**config.mk**
```make
export PLATFORM = sky130hd
export DESIGN_NAME = rgmii_idelay_tap_ctrl
export DESIGN_NICKNAME = d
export VERILOG_FILES = /design/src/rtl/idelay_ctrl_pkg.sv /design/src/rtl/idelay_settle_timer.sv /design/src/rtl/rgmii_idelay_tap_ctrl.sv
export SDC_FILE = /design/constraint.sdc
export NUM_CORES = 1
export LEC_CHECK = 0
export BUFFER_PORTS_ARGS = -buffer_cell sky130_fd_sc_hd__buf_2
export CORE_ASPECT_RATIO = 1.75
export CORE_MARGIN = 1.5
export CORE_UTILIZATION = 45
export CTS_CLUSTER_DIAMETER = 200
export DETAILED_ROUTE_END_ITERATION = 12
export GPL_TIMING_DRIVEN = 0
export MAX_ROUTING_LAYER = met4
export PLACE_DENSITY_LB_ADDON = 0.1
export SKIP_CTS_REPAIR_TIMING = 1
export SYNTH_ARGS = -nofsm -noshare
export SYNTH_HDL_FRONTEND = slang
export SYNTH_SLANG_ARGS = --single-unit
export TNS_END_PERCENT = 50
```
**constraint.sdc**
```tcl
create_clock -name i_clk -period 1.9 [get_ports i_clk]
set_clock_uncertainty 0.15 [all_clocks]
set_input_delay 0.38 -clock i_clk [delete_from_list [all_inputs] [get_ports i_clk]]
set_output_delay 0.38 -clock i_clk [all_outputs]
set_load 0.1 [all_outputs]
```
**src/rtl/idelay_ctrl_pkg.sv**
```systemverilog
// rtl/idelay_ctrl_pkg.sv - shared states, request ops and constants for the IDELAYE2 tap controller
// Readback checking is enabled in the top level by defining IDELAY_READBACK_EN.
package idelay_ctrl_pkg;

    typedef logic [2:0] state_t;

    localparam state_t ST_WAIT_RDY = 3'd0;
    localparam state_t ST_SETTLE   = 3'd1;
    localparam state_t ST_APPLY    = 3'd2;
    localparam state_t ST_IDLE     = 3'd3;
    localparam state_t ST_EXEC     = 3'd4;
    localparam state_t ST_GAP      = 3'd5;
    localparam state_t ST_VERIFY   = 3'd6;

    typedef enum logic [1:0] {
        OP_LOAD     = 2'b00,
        OP_INC      = 2'b01,
        OP_DEC      = 2'b10,
        OP_LOAD_ALL = 2'b11
    } op_e;

    localparam int VERIFY_WAIT = 2;

endpackage

```
**src/rtl/idelay_settle_timer.sv**
```systemverilog
// rtl/idelay_settle_timer.sv - counts consecutive IDELAYCTRL-ready cycles, restarting whenever ready drops
module idelay_settle_timer #(
    parameter int CYCLES = 16
) (
    input  logic i_clk,
    input  logic i_reset,
    input  logic i_rdy,
    output logic o_done
);

    localparam int CNT_W = (CYCLES > 0) ? $clog2(CYCLES + 1) : 1;
    localparam logic [CNT_W-1:0] CNT_LOAD = CNT_W'(CYCLES);

    logic [CNT_W-1:0] cnt_q;
    logic [CNT_W-1:0] cnt_d;

    always_comb begin
        cnt_d = cnt_q;
        if (!i_rdy) begin
            cnt_d = CNT_LOAD;
        end else if (cnt_q != '0) begin
            cnt_d = cnt_q - 1'b1;
        end
    end

    always_ff @(posedge i_clk or posedge i_reset) begin
        if (i_reset) begin
            cnt_q <= CNT_LOAD;
        end else begin
            cnt_q <= cnt_d;
        end
    end

    assign o_done = (cnt_q == '0);

endmodule

```
**src/rtl/rgmii_idelay_tap_ctrl.sv**
```systemverilog
// rtl/rgmii_idelay_tap_ctrl.sv - runtime per-lane IDELAYE2 VAR_LOAD tap controller for RGMII receive
// Optional CNTVALUEOUT readback check after each op when IDELAY_READBACK_EN is defined.
module rgmii_idelay_tap_ctrl
    import idelay_ctrl_pkg::*;
#(
    parameter int NUM_LANES     = 5,
    parameter int TAP_WIDTH     = 5,
    parameter int DEFAULT_TAP   = 0,
    parameter int SETTLE_CYCLES = 16,
    parameter int LANE_W        = (NUM_LANES > 1) ? $clog2(NUM_LANES) : 1
) (
    input  logic                           i_clk,
    input  logic                           i_reset,
    input  logic                           i_ictrl_rdy,
    input  logic                           i_req_valid,
    output logic                           o_req_ready,
    input  logic [1:0]                     i_req_op,
    input  logic [LANE_W-1:0]              i_req_lane,
    input  logic [TAP_WIDTH-1:0]           i_req_tap,
    output logic [NUM_LANES-1:0]           o_idelay_ld,
    output logic [NUM_LANES-1:0]           o_idelay_ce,
    output logic                           o_idelay_inc,
    output logic [NUM_LANES*TAP_WIDTH-1:0] o_idelay_cntvaluein,
    input  logic [NUM_LANES*TAP_WIDTH-1:0] i_idelay_cntvalueout,
    output logic [NUM_LANES*TAP_WIDTH-1:0] o_tap_shadow,
    output logic                           o_init_done,
    output logic                           o_sat,
    output logic                           o_err
);

    localparam logic [TAP_WIDTH-1:0] TAP_MAX   = '1;
    localparam logic [TAP_WIDTH-1:0] TAP_RESET = TAP_WIDTH'(DEFAULT_TAP);
    localparam logic [LANE_W-1:0]    LANE_LAST = LANE_W'(NUM_LANES - 1);

    state_t                 state_q, state_d;
    logic [LANE_W-1:0]      apply_lane_q, apply_lane_d;
    logic                   apply_gap_q, apply_gap_d;
    logic [TAP_WIDTH-1:0]   shadow_q [NUM_LANES];
    logic [TAP_WIDTH-1:0]   shadow_d [NUM_LANES];
    logic [NUM_LANES-1:0]   ld_q, ld_d;
    logic [NUM_LANES-1:0]   ce_q, ce_d;
    logic                   inc_q, inc_d;
    logic                   sat_q, sat_d;
    logic                   err_q, err_d;
    logic                   settle_done;
    logic                   req_lane_ok;
    logic [NUM_LANES-1:0]   req_mask;
    op_e                    req_op;

`ifdef IDELAY_READBACK_EN
    logic [1:0]             verify_cnt_q, verify_cnt_d;
    logic [NUM_LANES-1:0]   verify_mask_q, verify_mask_d;
    logic                   readback_bad;
`else
    logic                   unused_cntvalueout;
    assign unused_cntvalueout = ^i_idelay_cntvalueout;
`endif

    idelay_settle_timer #(
        .CYCLES (SETTLE_CYCLES)
    ) u_settle (
        .i_clk   (i_clk),
        .i_reset (i_reset),
        .i_rdy   (i_ictrl_rdy),
        .o_done  (settle_done)
    );

    // Lanes touched by the pending request; empty for an out-of-range lane.
    always_comb begin
        req_op      = op_e'(i_req_op);
        req_lane_ok = (req_op == OP_LOAD_ALL) || (32'(i_req_lane) < NUM_LANES);
        req_mask    = '0;
        for (int l = 0; l < NUM_LANES; l++) begin
            if (req_op == OP_LOAD_ALL || LANE_W'(l) == i_req_lane) begin
                req_mask[l] = 1'b1;
            end
        end
    end

`ifdef IDELAY_READBACK_EN
    always_comb begin
        readback_bad = 1'b0;
        for (int l = 0; l < NUM_LANES; l++) begin
            if (verify_mask_q[l] && i_idelay_cntvalueout[l*TAP_WIDTH +: TAP_WIDTH] != shadow_q[l]) begin
                readback_bad = 1'b1;
            end
        end
    end
`endif

    always_comb begin
        state_d      = state_q;
        apply_lane_d = apply_lane_q;
        apply_gap_d  = apply_gap_q;
        shadow_d     = shadow_q;
        ld_d         = '0;
        ce_d         = '0;
        inc_d        = inc_q;
        sat_d        = 1'b0;
        err_d        = 1'b0;
`ifdef IDELAY_READBACK_EN
        verify_cnt_d  = verify_cnt_q;
        verify_mask_d = verify_mask_q;
`endif
        if (!i_ictrl_rdy) begin
            state_d = ST_WAIT_RDY;
        end else begin
            case (state_q)
                ST_WAIT_RDY: state_d = ST_SETTLE;
                ST_SETTLE: begin
                    if (settle_done) begin
                        state_d      = ST_APPLY;
                        apply_lane_d = '0;
                        apply_gap_d  = 1'b0;
                        ld_d[0]      = 1'b1;
                    end
                end
                ST_APPLY: begin
                    if (!apply_gap_q) begin
                        apply_gap_d = 1'b1;
                    end else if (apply_lane_q == LANE_LAST) begin
                        state_d = ST_IDLE;
                    end else begin
                        apply_lane_d = apply_lane_q + 1'b1;
                        apply_gap_d  = 1'b0;
                        for (int l = 0; l < NUM_LANES; l++) begin
                            if (LANE_W'(l) == apply_lane_d) begin
                                ld_d[l] = 1'b1;
                            end
                        end
                    end
                end
                ST_IDLE: begin
                    if (i_req_valid) begin
                        state_d = ST_EXEC;
                        err_d   = !req_lane_ok;
`ifdef IDELAY_READBACK_EN
                        verify_mask_d = req_lane_ok ? req_mask : '0;
`endif
                        for (int l = 0; l < NUM_LANES; l++) begin
                            if (req_lane_ok && req_mask[l]) begin
                                case (req_op)
                                    OP_LOAD, OP_LOAD_ALL: begin
                                        shadow_d[l] = i_req_tap;
                                        ld_d[l]     = 1'b1;
                                    end
                                    OP_INC: begin
                                        if (shadow_q[l] == TAP_MAX) begin
                                            sat_d = 1'b1;
                                        end else begin
                                            shadow_d[l] = shadow_q[l] + 1'b1;
                                            ce_d[l]     = 1'b1;
                                            inc_d       = 1'b1;
                                        end
                                    end
                                    default: begin
                                        if (shadow_q[l] == '0) begin
                                            sat_d = 1'b1;
                                        end else begin
                                            shadow_d[l] = shadow_q[l] - 1'b1;
                                            ce_d[l]     = 1'b1;
                                            inc_d       = 1'b0;
                                        end
                                    end
                                endcase
                            end
                        end
                    end
                end
                ST_EXEC: state_d = ST_GAP;
                ST_GAP: begin
`ifdef IDELAY_READBACK_EN
                    state_d      = ST_VERIFY;
                    verify_cnt_d = '0;
`else
                    state_d = ST_IDLE;
`endif
                end
`ifdef IDELAY_READBACK_EN
                ST_VERIFY: begin
                    // Compare is registered so the err pulse lands inside the final VERIFY cycle.
                    if (verify_cnt_q == 2'(VERIFY_WAIT - 1)) begin
                        state_d = ST_IDLE;
                    end else begin
                        verify_cnt_d = verify_cnt_q + 1'b1;
                        err_d        = (verify_cnt_q == 2'(VERIFY_WAIT - 2)) && readback_bad;
                    end
                end
`endif
                default: state_d = ST_WAIT_RDY;
            endcase
        end
    end

    always_ff @(posedge i_clk or posedge i_reset) begin
        if (i_reset) begin
            state_q      <= ST_WAIT_RDY;
            apply_lane_q <= '0;
            apply_gap_q  <= 1'b0;
            for (int l = 0; l < NUM_LANES; l++) begin
                shadow_q[l] <= TAP_RESET;
            end
            ld_q  <= '0;
            ce_q  <= '0;
            inc_q <= 1'b0;
            sat_q <= 1'b0;
            err_q <= 1'b0;
`ifdef IDELAY_READBACK_EN
            verify_cnt_q  <= '0;
            verify_mask_q <= '0;
`endif
        end else begin
            state_q      <= state_d;
            apply_lane_q <= apply_lane_d;
            apply_gap_q  <= apply_gap_d;
            shadow_q     <= shadow_d;
            ld_q         <= ld_d;
            ce_q         <= ce_d;
            inc_q        <= inc_d;
            sat_q        <= sat_d;
            err_q        <= err_d;
`ifdef IDELAY_READBACK_EN
            verify_cnt_q  <= verify_cnt_d;
            verify_mask_q <= verify_mask_d;
`endif
        end
    end

    for (genvar g = 0; g < NUM_LANES; g++) begin : g_lane
        assign o_idelay_cntvaluein[g*TAP_WIDTH +: TAP_WIDTH] = shadow_q[g];
        assign o_tap_shadow[g*TAP_WIDTH +: TAP_WIDTH]        = shadow_q[g];
    end

    assign o_req_ready  = (state_q == ST_IDLE) && i_ictrl_rdy;
    assign o_init_done  = (state_q == ST_IDLE) || (state_q == ST_EXEC) ||
                          (state_q == ST_GAP)  || (state_q == ST_VERIFY);
    assign o_idelay_ld  = ld_q;
    assign o_idelay_ce  = ce_q;
    assign o_idelay_inc = inc_q;
    assign o_sat        = sat_q;
    assign o_err        = err_q;

endmodule

```
==> results of run 1 <==
-- power by group through the flow --
stage,combinational [mW],clock (mW),sequential [mW]
2_1_floorplan,2.23,0,2.48
3_3_place_gp,3.54,0,1.68
3_5_place_dp,3.60,0,1.69
4_1_cts,3.61,1.08,1.67
5_1_grt,4.13,1.11,1.72
6_report,3.88,1.05,1.68
-- synthesized netlist by cell type (all sizes together), types with 2 or more instances --
master	number
a2111oi	4
a21o	12
a21oi	36
a221oi	3
a22o	2
a22oi	3
a31oi	10
and2	9
and3	5
buf	30
clkbuf	8
clkinv	2
dfrtp	49
fa	5
ha	26
inv	17
mux2	5
mux2i	7
nand2	33
nand2b	7
nand3	11
nand4	3
nor2	32
nor2b	6
nor3	7
nor3b	3
nor4	2
nor4b	2
o211ai	8
o21a	2
o21ai	29
or2	2
or4	3
xnor2	10
xor2	9
-- layout make-up --
| type | count | area [um2] | share of cell area |
|---|---|---|---|
| inverter | 19 | 115.1 | 0.02162 |
| tap | 92 | 115.1 | 0.02162 |
| clock inverter | 1 | 30.03 | 0.005639 |
| multi-input combinational | 311 | 2540 | 0.4770 |
| sequential | 50 | 1321 | 0.2481 |
| clock buffer | 7 | 142.6 | 0.02679 |
| buffer | 37 | 270.3 | 0.05075 |
| timing repair inverter | 3 | 36.28 | 0.006814 |
| timing repair buffer | 110 | 754.5 | 0.1417 |
-- through the flow --
step                std cells  power (mW)  area (um2)  hold WS (ps)
floorplan                 418       4.706        4090         357.6
global placement          587       5.220        4591         374.1
detailed placement        588       5.293        4611         309.4
CTS                       596       6.360        4783        -6.381
global route              630       6.964        5325         28.08
finish                    630       6.610        5325        -18.64
-- layer usage --
layer / routed length, um / track usage / vias to the layer above
li1: - / - / 1707
met1: 4160 / 0.2643 / 1729
met2: 5859 / 0.4052 / 90
met3: 339 / 0.03641 / 21
met4: 340 / 0.09323 / 0
met5: 0 / - / -
-- path summary, 6_finish.rpt --
path,start,endpoint,slack (ps)
worst max-delay path,i_req_op[1],o_idelay_inc,-280
worst min-delay path,i_reset,o_idelay_ce[3],-20
worst max register to register,o_idelay_cntvaluein[0],o_idelay_inc,-230
worst min register to register,u_settle.cnt_q[4],u_settle.cnt_q[4],420
max in group asynchronous,i_reset,u_settle.cnt_q[4],1000
min in group i_clk,i_req_tap[4],o_idelay_cntvaluein[14],220
-- cell families (layout without fill, tap and decap cells) --
group / Yosys count / count (layout) / synth area share
AO/OA/AOI/OAI: 120 / 120 / 0.2161
XOR/XNOR: 19 / 19 / 0.04388
adder cells (fa/ha/maj): 31 / 31 / 0.1122
buffers and inverters: 57 / 177 / 0.08545
flip-flops: 50 / 50 / 0.3303
multiplexers: 12 / 12 / 0.03332
AND/OR/NAND/NOR: 129 / 129 / 0.1788
-- state kept, by name, indices dropped and copies added (netlist names) --
signal and count:
u_settle.cnt_q 5, o_idelay_ce 5, o_sat 1, state_q 3, apply_lane_q 3, o_err 1
o_idelay_inc 1, o_idelay_ld 5, o_idelay_cntvaluein 25, apply_gap_q 1
==> metrics.cfg, run 1 <==
[sta]
final-max-slew-violation-count = 0
slew-limit-headroom = 0.5948
fin_crit_sh = 1.147
fin_ws_ps = -278.9
finalSetupViolations = 29
period_needed_ps = 2179
setup_tns_ps = -4039
worst_pin_slew_ps = 592.4
hold_violations = 23
fmax_ghz = 0.4589
whs_ps = -18.64
rsz0062_at_grt = yes

[synthesis]
ys_ff_latch = 50
ys_seq_area_frac = 0.3303
synthesis.area_um2 = 3792
synthCells = 418
synthFlopType = dfrtp_1
synth.avg_cell_area_um2 = 9.073
synth_edf_count = 0
yosysWarnings = 0
ys_types = 62
synth_top_area_frac = 0.3233
synthArstFlopShare = 1.000
yosys.area.top_type = dfrtp_1
synth.top_cells.by_area = dfrtp_1 (32%), ha_1 (8.6%), buf_4 (5.1%)
syn-num-nets = 488

[cells_and_area]
final_core_util = 0.6448
layout_commonest_cell = buf_2
antenna_cells = 0
fillCellCount = 707
final_cell_mix = buf_2 (73), buf_4 (52), nand2_1 (31), nor2_1 (26), dfrtp_1 (24)
drive_gt1_frac = 0.4758
area_delta_synth_final_pct = 40.42
nets = 607

[die]
row_count = 44
die_h_um = 124.4
die_x_um = 72.40
initial_core_util = 0.4592
ios = 104
die_area_um2 = 9009
core_um2 = 8258

[setup_path]
worstPathRequired_ps = 1960
critPathTopFamily = compound AO/OA/AOI/OAI gates
reg2reg_depth = 6
crit_chain = buf_12, inv_12, ha_4, buf_12, buf_8, buf_4, a21oi_1, a2111oi_0, a211o_1, o211ai_1, a221oi_2
critPathSlowestCell = a2111oi_0
critical_path_peak_fanout = 6
cpPeakStageDelay_ps = 570
path_buf_inv = 5
critPathLaunchType = primary input
crit_arrival_ps = 2240
crit_cells = 11
worstSetupPathType = in -> reg
timing.critical_path.mode_cell = buf_12
cp-end-kind = flip-flop

[power]
power.density_nw_per_um2 = 1241
p_sw_frac = 0.5227
p_sw_mw = 3.455
clockPowerShare = 0.159
intPower_mw = 3.155
seqPwrFrac = 0.254
p_leak_nw = 2.471
vdd_ir_drop_max_mv = 1.030
p_comb_frac = 0.587

[route]
route.detailed.drc = 0
postRouteAntennaNets = 0
first_iter_violations = 168
wl_per_cell_um = 16.98
drt_wl_total_mm = 10.70
first_pass_iters = 4
avgViaCountPerCell = 5.630
vias = 3547

[clocking]
cts_sinks = 50
htree_levels = 2
clk_pin_slew_worst_paths_ps = 70
cts-buffers-inserted = 5
root_buffer = clkbuf_16
cts_tree = done
clock_latency_ps = 300
clock_path_buffers = 2

[run_status]
status = finished with violations
violations = hold timing, setup timing

[place]
dp_slack_ps = -607.9
dp_hpwl_mm = 7.422
finalWeightedCongestion = 0.8690
port_buffers = 77

[global_route]
grt_pass1_vias = 3257
antenna_found_initial = 0
grt_usage = 0.2343
grt.overflow.total = 0
grt_max_degree = 28
grt_pass1_wl_mm = 16.05

[run]
cap_violations = 0

[hold_path]
hold_path.class = in -> async

No activity file was read; power rests on OpenSTA's default activity.
==> run 2: changes to the inputs <==
--- a/config.mk
+++ b/config.mk
@@ -6,7 +6,6 @@
 export NUM_CORES = 1
 export LEC_CHECK = 0
 export BUFFER_PORTS_ARGS = -buffer_cell sky130_fd_sc_hd__buf_2
-export CORE_ASPECT_RATIO = 1.75
 export CORE_MARGIN = 1.5
 export CORE_UTILIZATION = 45
 export CTS_CLUSTER_DIAMETER = 200
==> run 2 against run 1 <==
  * Largest cell class unchanged
  * Sequential share of layout area barely moved
  * Sequential cell count did not move
  * Critical path depth fell by 2
  * Critical endpoint is now o_idelay_cntvaluein[13]
  * The run ends with setup timing left
  * Critical path type is now reg -> reg
==> metrics.cfg, run 2 (synthesized netlist as in run 1, its figures left out) <==
[run_status]
status = finished with violations
violations = setup timing

[place]
dpl_cell_area_um2 = 4627
port_buffers = 77
placedCellCount = 601
dp_hpwl_mm = 7.051
finalWeightedCongestion = 0.9393
dp_slack_ps = -619.5

[clocking]
clock_latency_ps = 320
cts_tree = done
cts-buffers-inserted = 5
cts_sinks = 50
root_buffer = clkbuf_8
clk_pin_slew_worst_paths_ps = 90
htree_levels = 2
clock_path_buffers = 2

[sta]
fin_crit_sh = 1.107
hold_violations = 0
fmax_ghz = 0.4755
finalSetupViolations = 32
rsz0062_at_grt = yes
worst_pin_slew_ps = 626.3
fin_ws_ps = -203.3
slew-limit-headroom = 0.5809
period_needed_ps = 2103
final-max-slew-violation-count = 0

[hold_path]
hp-start = i_req_tap[4]
hold_path.class = in -> reg

[die]
row_count = 33
core_um2 = 8175
initial_core_util = 0.4639
die_x_um = 94.80
die_area_um2 = 8987
die_h_um = 94.80
ios = 104

[setup_path]
critical_path_peak_fanout = 6
timing.critical_path.mode_cell = buf_6
critPathLaunchType = flip-flop
r2r-start = state_q[2]
crit_arrival_ps = 2150
cpPeakStageDelay_ps = 390
r2r_slack_ps = -200
cp-end-kind = flip-flop
crit_chain = buf_6, and4b_2, buf_12, nand2_8, inv_1, o311a_1, and2_4, buf_6, mux2_2
critPathSlowestCell = dfrtp_1
worstPathRequired_ps = 1950
startpoint = state_q[2]
worstSetupPathType = reg -> reg

[global_route]
grt_pass1_wl_mm = 15.30
grt.overflow.total = 0
antenna_found_initial = 0
grt_max_degree = 29
grt_pass1_vias = 3028
grt_usage = 0.2267

[route]
topRoutingLayerUsed = met4
wl_met2_mm = 5.424
route.detailed.drc = 0
met1_length_mm = 4.721
avgViaCountPerCell = 5.451
first_iter_violations = 186
first_pass_iters = 4
dr_wl_met3_um = 467
postRouteAntennaNets = 0
wl_per_cell_um = 16.36
vias = 3576
drt_wl_total_mm = 10.73

[cells_and_area]
final_cell_mix = buf_2 (70), buf_4 (66), nand2_1 (31), nor2_1 (25), dfrtp_1 (24)
seq_area_um2 = 1321
multi_input_area_um2 = 2509
final_core_util = 0.6524
nets = 620
stdcell_count = 656
area_delta_synth_final_pct = 40.65
antenna_cells = 0
largest_register_ffs = 25
layout_commonest_cell = buf_2
fin_area_um2 = 5334
drive_gt1_frac = 0.4755
fillCellCount = 709

[power]
power.density_nw_per_um2 = 1173
p_leak_nw = 2.498
vdd_ir_drop_max_mv = 0.9535

[run]
cap_violations = 0

-- run 2: changes by cell type in the layout (fill, tap and decap cells not counted), moves of 2 or more --
cell	change
o21ai_1	+2
buf_4	+14
buf_6	+3
mux2_4	-3
buf_2	-3
inv_1	+2
mux2_2	+3
a21oi_2	-4
a21oi_1	+4
clkbuf_8	+5
clkbuf_16	-5
-- run 2: final cells by class --
cell class,instances,share of cell area
clock inverter,1,0.0009383
multi-input combinational,311,0.4703
sequential,50,0.2477
clock buffer,7,0.01619
inverter,19,0.02064
buffer,38,0.05419
timing repair inverter,2,0.005161
timing repair buffer,123,0.1602
tap,105,0.02463
-- run 2: worst max-delay path: cells and delay by family (launching register included) --
kind            cells  cell delay [ps]
compound gates      1              180
buf+inv             4              430
flops               1              390
mux                 1              330
simple gates        3              510
-- run 2: metrics by stage --
stage | power [mW] | hold WS [ps] | setup TNS [ps]
finish | 6.254 | 211.0 | -4155
global route | 6.595 | 211.7 | -7102
CTS | 5.930 | -34.28 | -8089
detailed placement | 5.275 | 295.6 | -16860
global placement | 5.204 | 366.2 | -49470
floorplan | 4.706 | 357.6 | -3506
-- run 2: path summary, 6_finish.rpt --
| check | end | depth (start not counted) |
|---|---|---|
| max | o_idelay_cntvaluein[13] | 9 |
| min | o_idelay_cntvaluein[14] | 3 |
| max reg2reg | o_idelay_cntvaluein[13] | 9 |
| min reg2reg | u_settle.cnt_q[4] | 2 |
| max in group asynchronous | o_idelay_cntvaluein[14] | 4 |
| min in group asynchronous | u_settle.cnt_q[0] | 3 |
-- run 2: report_power, final --
part           internal, mW  switching [mW]  leakage, nW
clock network         0.295           0.363       0.0482
logic                  1.22            2.71         1.84
registers              1.32           0.351        0.615
-- run 2: layer usage --
layer	track usage	up-vias
met5	-	-
met4	0.05348	0
met3	0.03382	12
met2	0.3696	89
met1	0.2965	1741
li1	-	1734
